[config.mk]
export PLATFORM = sky130hd
export DESIGN_NAME = fetch_ifid_stage
export DESIGN_NICKNAME = d
export VERILOG_FILES = /design/src/rtl/fetch_ifid_stage_pkg.sv /design/src/rtl/fetch_ifid_stage_ifid_reg.sv /design/src/rtl/fetch_ifid_stage.sv
export SDC_FILE = /design/constraint.sdc
export NUM_CORES = 1
export LEC_CHECK = 0
export BUFFER_PORTS_ARGS = -buffer_cell sky130_fd_sc_hd__buf_2
export CORE_ASPECT_RATIO = 1.75
export CORE_MARGIN = 2
export CORE_UTILIZATION = 50
export DETAILED_ROUTE_END_ITERATION = 10
export GPL_ROUTABILITY_DRIVEN = 0
export GPL_TIMING_DRIVEN = 0
export PLACE_DENSITY = 0.73
export SLEW_MARGIN = 25
export SYNTH_ARGS = -nofsm -noshare
export SYNTH_HDL_FRONTEND = slang
export SYNTH_SLANG_ARGS = --single-unit
export TNS_END_PERCENT = 30
[constraint.sdc]
create_clock -name clk -period 6.4 [get_ports clk]
set_clock_uncertainty 0.05 [all_clocks]
set_input_delay 0.32 -clock clk [delete_from_list [all_inputs] [get_ports clk]]
set_output_delay 0.32 -clock clk [all_outputs]
set_load 0.02 [all_outputs]
[src/rtl/fetch_ifid_stage_pkg.sv]
// Shared definitions for the fetch stage and the IF/ID register.
// The hazard unit imports the same package, so it decodes register fields
// from IF/ID at the same bit positions that this stage exports.
package fetch_ifid_stage_pkg;

    // Fetch controller states.
    typedef enum logic [1:0] {
        ST_FETCH = 2'd0,  // request outstanding at pc
        ST_HOLD  = 2'd1,  // one instruction buffered, no request
        ST_DROP  = 2'd2   // request outstanding whose data will be thrown away
    } fetch_state_e;

    // Encoding loaded into IF/ID as a bubble.
    localparam logic [31:0] NOP_INSTR = 32'h0000_0000;

    // Register-field positions inside an instruction word.
    localparam int RS_MSB = 25;
    localparam int RS_LSB = 21;
    localparam int RT_MSB = 20;
    localparam int RT_LSB = 16;

endpackage

[src/rtl/fetch_ifid_stage_ifid_reg.sv]
// IF/ID pipeline register with bubble and hold controls.
// Ports:
//   clk, rst_n  clock, asynchronous active-low reset
//   bubble_i    load {NOP, 0, invalid}; overrides everything else
//   hold_i      keep current contents
//   load_i      capture instr_i/pc4_i as a valid instruction
//   instr_i     instruction word to capture
//   pc4_i       PC+4 of that instruction
//   instr_o     registered instruction
//   pc4_o       registered PC+4
//   valid_o     register holds a real instruction
module ifid_reg #(
    parameter int              AW  = 32,
    parameter int              IW  = 32,
    parameter logic [IW-1:0]   NOP = '0
) (
    input  logic          clk,
    input  logic          rst_n,
    input  logic          bubble_i,
    input  logic          hold_i,
    input  logic          load_i,
    input  logic [IW-1:0] instr_i,
    input  logic [AW-1:0] pc4_i,
    output logic [IW-1:0] instr_o,
    output logic [AW-1:0] pc4_o,
    output logic          valid_o
);

    logic [IW-1:0] instr_q;
    logic [AW-1:0] pc4_q;
    logic          valid_q;

    // NOTE: sequential state uses non-blocking assignments so every flop
    // samples pre-edge values regardless of process ordering.
    always_ff @(posedge clk or negedge rst_n) begin
        if (!rst_n) begin
            instr_q <= NOP;
            pc4_q   <= '0;
            valid_q <= 1'b0;
        end else if (bubble_i) begin
            instr_q <= NOP;
            pc4_q   <= '0;
            valid_q <= 1'b0;
        end else if (hold_i) begin
            instr_q <= instr_q;
            pc4_q   <= pc4_q;
            valid_q <= valid_q;
        end else if (load_i) begin
            instr_q <= instr_i;
            pc4_q   <= pc4_i;
            valid_q <= 1'b1;
        end
    end

    assign instr_o = instr_q;
    assign pc4_o   = pc4_q;
    assign valid_o = valid_q;

endmodule

[src/rtl/fetch_ifid_stage.sv]
// Instruction-fetch stage plus IF/ID register.
// Ports:
//   clk, rst_n           clock, asynchronous active-low reset
//   Stall, Flush         hazard-unit controls (freeze / bubble IF/ID)
//   BranchTaken/Target   fetch redirect
//   imem_req/addr        request to instruction memory, held until imem_ack
//   imem_ack/rdata       response; ack may come in the same cycle as req
//   IfId_Instr/Pc4/Valid IF/ID contents
//   IfIdRs, IfIdRt       register fields of IfId_Instr for the hazard unit
//   stall_cnt            saturating count of cycles with Stall=1
module fetch_ifid_stage
    import fetch_ifid_stage_pkg::*;
#(
    parameter int            AW       = 32,
    parameter int            IW       = 32,
    parameter logic [AW-1:0] RESET_PC = 32'h0000_0000,
    parameter logic [IW-1:0] NOP      = NOP_INSTR
) (
    input  logic          clk,
    input  logic          rst_n,
    input  logic          Stall,
    input  logic          Flush,
    input  logic          BranchTaken,
    input  logic [AW-1:0] BranchTarget,
    output logic          imem_req,
    output logic [AW-1:0] imem_addr,
    input  logic          imem_ack,
    input  logic [IW-1:0] imem_rdata,
    output logic [IW-1:0] IfId_Instr,
    output logic [AW-1:0] IfId_Pc4,
    output logic          IfId_Valid,
    output logic [4:0]    IfIdRs,
    output logic [4:0]    IfIdRt,
    output logic [15:0]   stall_cnt
);

    fetch_state_e  state_q, state_d;
    logic [AW-1:0] pc_q, pc_d;
    logic [IW-1:0] buf_instr_q, buf_instr_d;
    logic [AW-1:0] buf_pc4_q, buf_pc4_d;
    logic [AW-1:0] saved_q, saved_d;
    logic          started_q;
    logic [15:0]   stall_cnt_q;

    logic          ack_v;
    logic [AW-1:0] pc_plus4;
    logic          load_c;
    logic [IW-1:0] load_instr_c;
    logic [AW-1:0] load_pc4_c;

    // started_q keeps imem_req low in the cycle reset is released, so the
    // first request appears one cycle later and a late ack from a request
    // abandoned by reset is never accepted.
    assign imem_req  = started_q && (state_q != ST_HOLD);
    assign imem_addr = pc_q;
    assign ack_v     = imem_req && imem_ack;
    assign pc_plus4  = pc_q + AW'(4);

    // NOTE: every signal written here gets a default first, so no path
    // leaves a value unassigned and no latch is inferred.
    always_comb begin
        state_d      = state_q;
        pc_d         = pc_q;
        buf_instr_d  = buf_instr_q;
        buf_pc4_d    = buf_pc4_q;
        saved_d      = saved_q;
        load_c       = 1'b0;
        load_instr_c = imem_rdata;
        load_pc4_c   = pc_plus4;

        unique case (state_q)
            ST_FETCH: begin
                if (ack_v) begin
                    if (BranchTaken) begin
                        pc_d = BranchTarget;
                    end else begin
                        pc_d = pc_plus4;
                        // IF/ID cannot take the word this cycle: park it.
                        if (Stall || Flush) begin
                            buf_instr_d = imem_rdata;
                            buf_pc4_d   = pc_plus4;
                            state_d     = ST_HOLD;
                        end else begin
                            load_c = 1'b1;
                        end
                    end
                end else if (BranchTaken) begin
                    // Address must stay stable until the pending ack.
                    saved_d = BranchTarget;
                    state_d = ST_DROP;
                end
            end
            ST_HOLD: begin
                if (BranchTaken) begin
                    pc_d    = BranchTarget;
                    state_d = ST_FETCH;
                end else if (!Stall && !Flush) begin
                    load_c       = 1'b1;
                    load_instr_c = buf_instr_q;
                    load_pc4_c   = buf_pc4_q;
                    state_d      = ST_FETCH;
                end
            end
            ST_DROP: begin
                if (ack_v) begin
                    pc_d    = BranchTaken ? BranchTarget : saved_q;
                    state_d = ST_FETCH;
                end else if (BranchTaken) begin
                    saved_d = BranchTarget;
                end
            end
            default: state_d = ST_FETCH;
        endcase
    end

    // NOTE: the one-entry hold buffer is reset along with the control
    // state; it is a single register, not a memory array.
    always_ff @(posedge clk or negedge rst_n) begin
        if (!rst_n) begin
            state_q     <= ST_FETCH;
            pc_q        <= RESET_PC;
            buf_instr_q <= '0;
            buf_pc4_q   <= '0;
            saved_q     <= '0;
            started_q   <= 1'b0;
            stall_cnt_q <= '0;
        end else begin
            state_q     <= started_q ? state_d : ST_FETCH;
            pc_q        <= started_q ? pc_d    : pc_q;
            buf_instr_q <= buf_instr_d;
            buf_pc4_q   <= buf_pc4_d;
            saved_q     <= started_q ? saved_d : saved_q;
            started_q   <= 1'b1;
            if (Stall && (stall_cnt_q != 16'hFFFF)) begin
                stall_cnt_q <= stall_cnt_q + 16'd1;
            end
        end
    end

    ifid_reg #(
        .AW  (AW),
        .IW  (IW),
        .NOP (NOP)
    ) u_ifid_reg (
        .clk      (clk),
        .rst_n    (rst_n),
        .bubble_i (BranchTaken || Flush),
        .hold_i   (Stall),
        .load_i   (load_c),
        .instr_i  (load_instr_c),
        .pc4_i    (load_pc4_c),
        .instr_o  (IfId_Instr),
        .pc4_o    (IfId_Pc4),
        .valid_o  (IfId_Valid)
    );

    assign IfIdRs    = IfId_Instr[RS_MSB:RS_LSB];
    assign IfIdRt    = IfId_Instr[RT_MSB:RT_LSB];
    assign stall_cnt = stall_cnt_q;

endmodule

* After elaboration in Yosys (flattened, before gate mapping) *
Index checks and enable logic that the tools add are counted.

word-level totals
  register bits after elaboration = 212
  word-level logic and storage cells = 80

operators by class
  add/sub/neg operators = 2
  equality and inequality tests = 13
  mux-type cells = 36
  bitwise operators = 2
  reductions and logical operators = 17

operator list
  operator                 number
  $mux W32                 17
  $pmux W32 S3             1
  $add A32 B3 Y32 const B  1
  $add A16 B1 Y16 const B  1
  $mux W2                  8
  $ne A16 B16 Y1 const B   1
  $ne A4 B4 Y1 const B     4
  $reduce_and A5 Y1        2
  $mux W1                  8
  $ne A2 B2 Y1 const B     3
  $pmux W2 S3              1
  $logic_and A1 B1 Y1      4
  $ne A2 B1 Y1 const B     2
  $reduce_and A4 Y1        1
  $ne A3 B3 Y1 const B     1
  $reduce_and A3 Y1        1
  $reduce_bool A3 Y1       1
  $eq A2 B1 Y1 const B     1
  $eq A2 B2 Y1 const B     1
  $logic_not A1 Y1         2
  $logic_not A2 Y1         1
  $logic_or A1 B1 Y1       2
  $not A1 Y1               2
  $pmux W1 S2              1
  other kinds (3)          3

* Longest topological paths before layout *
  depth after elaboration = 8
  gate-level depth with buffers = 10
  depth with buffers taken out = 7

* By module *
From an unflattened synthesis, not the netlist that was laid out.

second synthesis, totals
  cells, all modules = 1149
  area total of the unflattened synthesis = 11815.1 µm²

by module, submodules not included
  module            instances  cells an instance  area an instance (µm²)  seq. area each (µm²)
  fetch_ifid_stage  1          855                8423.1                  3678.5
  ifid_reg          1          294                3392.0                  1626.6

* Worst setup path before layout *
Ideal clock, no wire load.

  kind = register -> register
  from = register state_q[1]
  to = register pc_q[0], in the netlist imem_addr[0]
  arrival = 2.002 ns
  data required time = 6.225 ns
  slack = 4.223 ns
  cell stages (with the launch flop) = 8
  path buffers = 0
  period minus slack after synthesis = 2.177 ns
  cell sequence = dfrtp_1 -> inv_1 -> ha_1 -> or2b_2 -> a22oi_4 -> and2b_2 -> o311ai_1 -> mux2_2

on the way
  word-level cells in the longest chain between the ends = 5
  elaborated cells between the ends (all ways) = 12
  classes of those cells = eq/ne (6); mux (1); reduce/logical (5)

ends and longest elaborated chain
  what                         line                     text
  start: declaration           fetch_ifid_stage.sv:37   fetch_state_e state_q, state_d;
  start signal: assignment     fetch_ifid_stage.sv:128  state_q <= started_q ? state_d : ST_FETCH;
  $ne A2 B1 Y1                 fetch_ifid_stage.sv:54   assign imem_req = started_q && (state_q != ST_HOLD);
  $logic_and A1 B1 Y1          fetch_ifid_stage.sv:54
  $logic_and A1 B1 Y1          fetch_ifid_stage.sv:56   assign ack_v = imem_req && imem_ack;
  $ne A2 B2 Y1 (no line)       n/a
  $reduce_and A5 Y1 (no line)  n/a
  end signal: assignment       fetch_ifid_stage.sv:129  pc_q <= started_q ? pc_d : pc_q;
  end: declaration             fetch_ifid_stage.sv:38   logic [AW-1:0] pc_q, pc_d;

Several ways; a longest one is shown, not always the timed one.
A chain may end at the register's enable or synchronous reset.

* Worst setup path in the final report *
  from = register state_q[1]
  to = output port imem_req

on the way
  word-level cells in the longest chain between the ends = 2

ends and longest elaborated chain
  what                 line                    text
  $ne A2 B1 Y1         fetch_ifid_stage.sv:54
  $logic_and A1 B1 Y1  fetch_ifid_stage.sv:54
  end: declaration     fetch_ifid_stage.sv:25  output logic imem_req,

No other way between the ends.

==> run_results.csv <==
group,metric,value,unit
status,status,"completed",
global_routing,grt_max_degree,93,
layout,area_growth,18.9,%
yosys,synthCells,1097,
floorplan,io_pins,194,
timing,setup_viol,0,
timing,relSlewSlack,28.3,%
yosys,synth.cell_area,0.0109,mm2
clock_tree,cts-root-buf,"clkbuf_16",
route,drtAntennaViolNets,0,
route,avgViaCountPerCell,5.96,
layout,filler_cell_count,1929,
yosys,yosys-mux-area-fraction,9.58,%
clock_tree,clock_path_buffers,3,
yosys,yosysSeqAreaShare,48.5,%
clock_tree,htreeDepth,1,
placement,port_buffers,191,
route,drtPass1Iterations,6,
layout,layout-drive-gt1-share,27.8,%
timing,max_freq,309,MHz
timing,finalHoldViolations,0,
timing,fin_tns_setup,0,ns
yosys,ys_ff_latch,212,
pwr,powerDensity,355,mW/mm2
floorplan,core,0.0215,mm2
timing,period_share,50.6,%
floorplan,rows,71,
worst_setup_path,worst_setup_path_start_kind,"register",
yosys,synth.distinct_cells,73,
route,post_drt_wl_per_cell,20.9,um
global_routing,gr-total-overflow,0,
timing,rsz0062_at_grt,"false",
pwr,leakagePower,5.78,nW
yosys,synth-edff-count,0,
worst_setup_path,required,6.03,ns
layout,finalInstanceArea,0.0130,mm2
timing,hold_slack,0.0185,ns
yosys,synthArstFlopShare,100,%
route,drc,0,
yosys,synth_common_cells,"dfrtp_1 (212), nand2_1 (127), nor2_1 (101)",
worst_setup_path,critPathCaptureType,"primary output",
layout,fin_nets,1389,
min_path,hp-class,"input port to register",
global_routing,grt_pass1_wl,52300,um
global_routing,grt_pass1_vias,9561,
floorplan,die_area,0.0231,mm2
yosys,synth_compound_area_share,18.5,%
clock_tree,path_clk_slew,0.06,ns
layout,multi_input_area,0.00506,mm2
yosys,yosysWarnings,0,
global_routing,antenna_found_initial,1,
yosys,synth-simple-area-share,14.8,%
yosys,synth.net_count,1172,
placement,place_ws,3.22,ns
yosys,yosys.area_share.adder,0.572,%
timing,worst_pin_slew,1.06,ns
timing,slew_viol_final,0,
floorplan,die_x,116,um
yosys,post_synth_xor_area_fraction,2.80,%
clock_tree,worstSkewPairLatency,0.50,ns
job,drv_cap,0,
timing,setup_ws,3.16,ns
yosys,yosys-top-cells-area,"dfrtp_1 (49%), mux2_2 (8.8%), nand2_1 (4.4%)",
route,via_count,9663,
floorplan,start_util,50.8,%
yosys,yosys.area.top_type_share,48.5,%
worst_setup_path,critPathMaxFanout,10,
clock_tree,cts_sinks,212,
yosys,syn_avg_cell_area,9.97,um2
yosys,yosysMostFrequentCell,"dfrtp_1",
placement,dpl-instance-area,0.0123,mm2
yosys,synth_top_family_by_area,"compound AO/OA/AOI/OAI gates",
clock_tree,cts_tree,"done",
route,drt_iter0_drc,657,
global_routing,grtUsageTotal,29.3,%
yosys,synth_ff_type,"dfrtp_1",
layout,area.sequential,0.00531,mm2
route,finalWirelength,33900,um
clock_tree,post_cts_buffers,0,
clock_tree,cts_buffers,21,
yosys,yosysTopAreaCell,"dfrtp_1",
pwr,worst_ir_drop_vdd,0.302,mV
worst_setup_path,worstSetupPathType,"register to primary output",
floorplan,fp.dieH,200,um
placement,hpwl,25500,um
worst_setup_path,cp_data_arrival_time,2.87,ns
timing,period_needed,3.24,ns
state kept, by name, summed over array words and instances, names as in the netlist:
register and count:
buf_instr_q 32, buf_pc4_q 32, imem_addr 32, saved_q 32, u_ifid_reg.instr_o 32, u_ifid_reg.pc4_o 32
stall_cnt 16, state_q 2, started_q 1, u_ifid_reg.valid_o 1
critical path, cell delays in order, from the launching register on:
cell	delay [ns]
dfrtp_1	0.41
inv_1	0.11
ha_1	0.42
clkbuf_1	0.51
clkbuf_1	0.60
nor2b_1	0.13
buf_2	0.19
layout make-up:
cell class / count / area share, %
repair buffers: 194 / 7.93
clock buffers: 32 / 4.75
inverters: 19 / 0.549
plain buffers: 92 / 3.81
flip-flops and latches: 212 / 40.8
clock inverters: 4 / 0.366
well taps: 292 / 2.81
diodes: 1 / 0.0193
multi-input cells: 774 / 38.9
final timing paths:
check	startpoint	end	slack, ns	depth (start not counted)
worst max-delay path	state_q[1]$_DFFE_PN0P_	imem_req	3.16	6
worst min-delay path	imem_rdata[18]	buf_instr_q[18]$_DFFE_PN0P_	0.02	2
worst max register to register	state_q[0]$_DFFE_PN0P_	buf_pc4_q[16]$_DFFE_PN0P_	3.17	8
worst min register to register	u_ifid_reg.pc4_o[10]$_DFFE_PN0P_	u_ifid_reg.pc4_o[10]$_DFFE_PN0P_	0.43	2
max in group asynchronous	rst_n	buf_instr_q[27]$_DFFE_PN0P_	5.13	3
min in group asynchronous	rst_n	saved_q[29]$_DFFE_PN0P_	0.30	2
kinds of logic after synthesis:
group	Yosys count
fa+ha+maj	5
xor+xnor	35
flops	212
other cells	1
compound gates	294
mux	94
buf+inv	111
simple gates	345
routing by layer:
layer,vias up,part of all wire [%],GRT usage [%]
li1,4407,-,-
met1,4655,35,33.0
met2,467,51,50.9
met3,134,5.7,3.46
met4,0,7.9,20.4
met5,-,0,0
cell usage in the layout, fill, tap and decap left out, types with 4 or more instances in the layout:
cell	Yosys	layout
a211oi_1	12	12
a21o_1	7	7
a21oi_1	68	68
a221oi_1	11	11
a22o_1	17	17
a22oi_1	32	32
a311oi_1	37	37
a31oi_1	10	10
and2_1	9	9
and4_1	7	7
buf_1	5	5
buf_2	19	209
buf_4	16	16
clkbuf_1	44	50
clkbuf_16	0	21
clkbuf_8	5	10
dfrtp_1	212	212
ha_1	5	5
inv_1	18	18
mux2_2	85	85
mux2i_1	9	9
nand2_1	127	127
nand2b_1	7	7
nand3_1	25	25
nand4_1	13	13
nor2_1	101	101
nor2b_1	5	5
nor3_1	20	20
o211ai_1	4	4
o21ai_0	51	51
o22ai_1	13	13
o31ai_1	5	5
or4_1	4	4
xnor2_1	24	24
xor2_1	11	11
metrics by stage:
stage / power [mW] / util, % / std cells
floorplan: 2.87 / - / 1097
global placement: 3.33 / 57.0 / 1580
detailed placement: 3.38 / 57.3 / 1582
CTS: 4.61 / 60.4 / 1619
global route: 4.84 / 60.4 / 1620
finish: 4.62 / 60.4 / 1620
report_power, final:
group / total, mW / leakage [nW] / switching [mW] / internal [mW]
registers: 2.01 / 2.65 / 0.324 / 1.68
clock network: 1.23 / 0.324 / 0.523 / 0.703
logic: 1.38 / 2.80 / 0.825 / 0.560
timing repair:
action,CTS,global route
resized for setup,0,0
endpoints found under the hold margin,59,0
hold buffers,1,0
No activity file was read; power rests on OpenSTA's default activity.
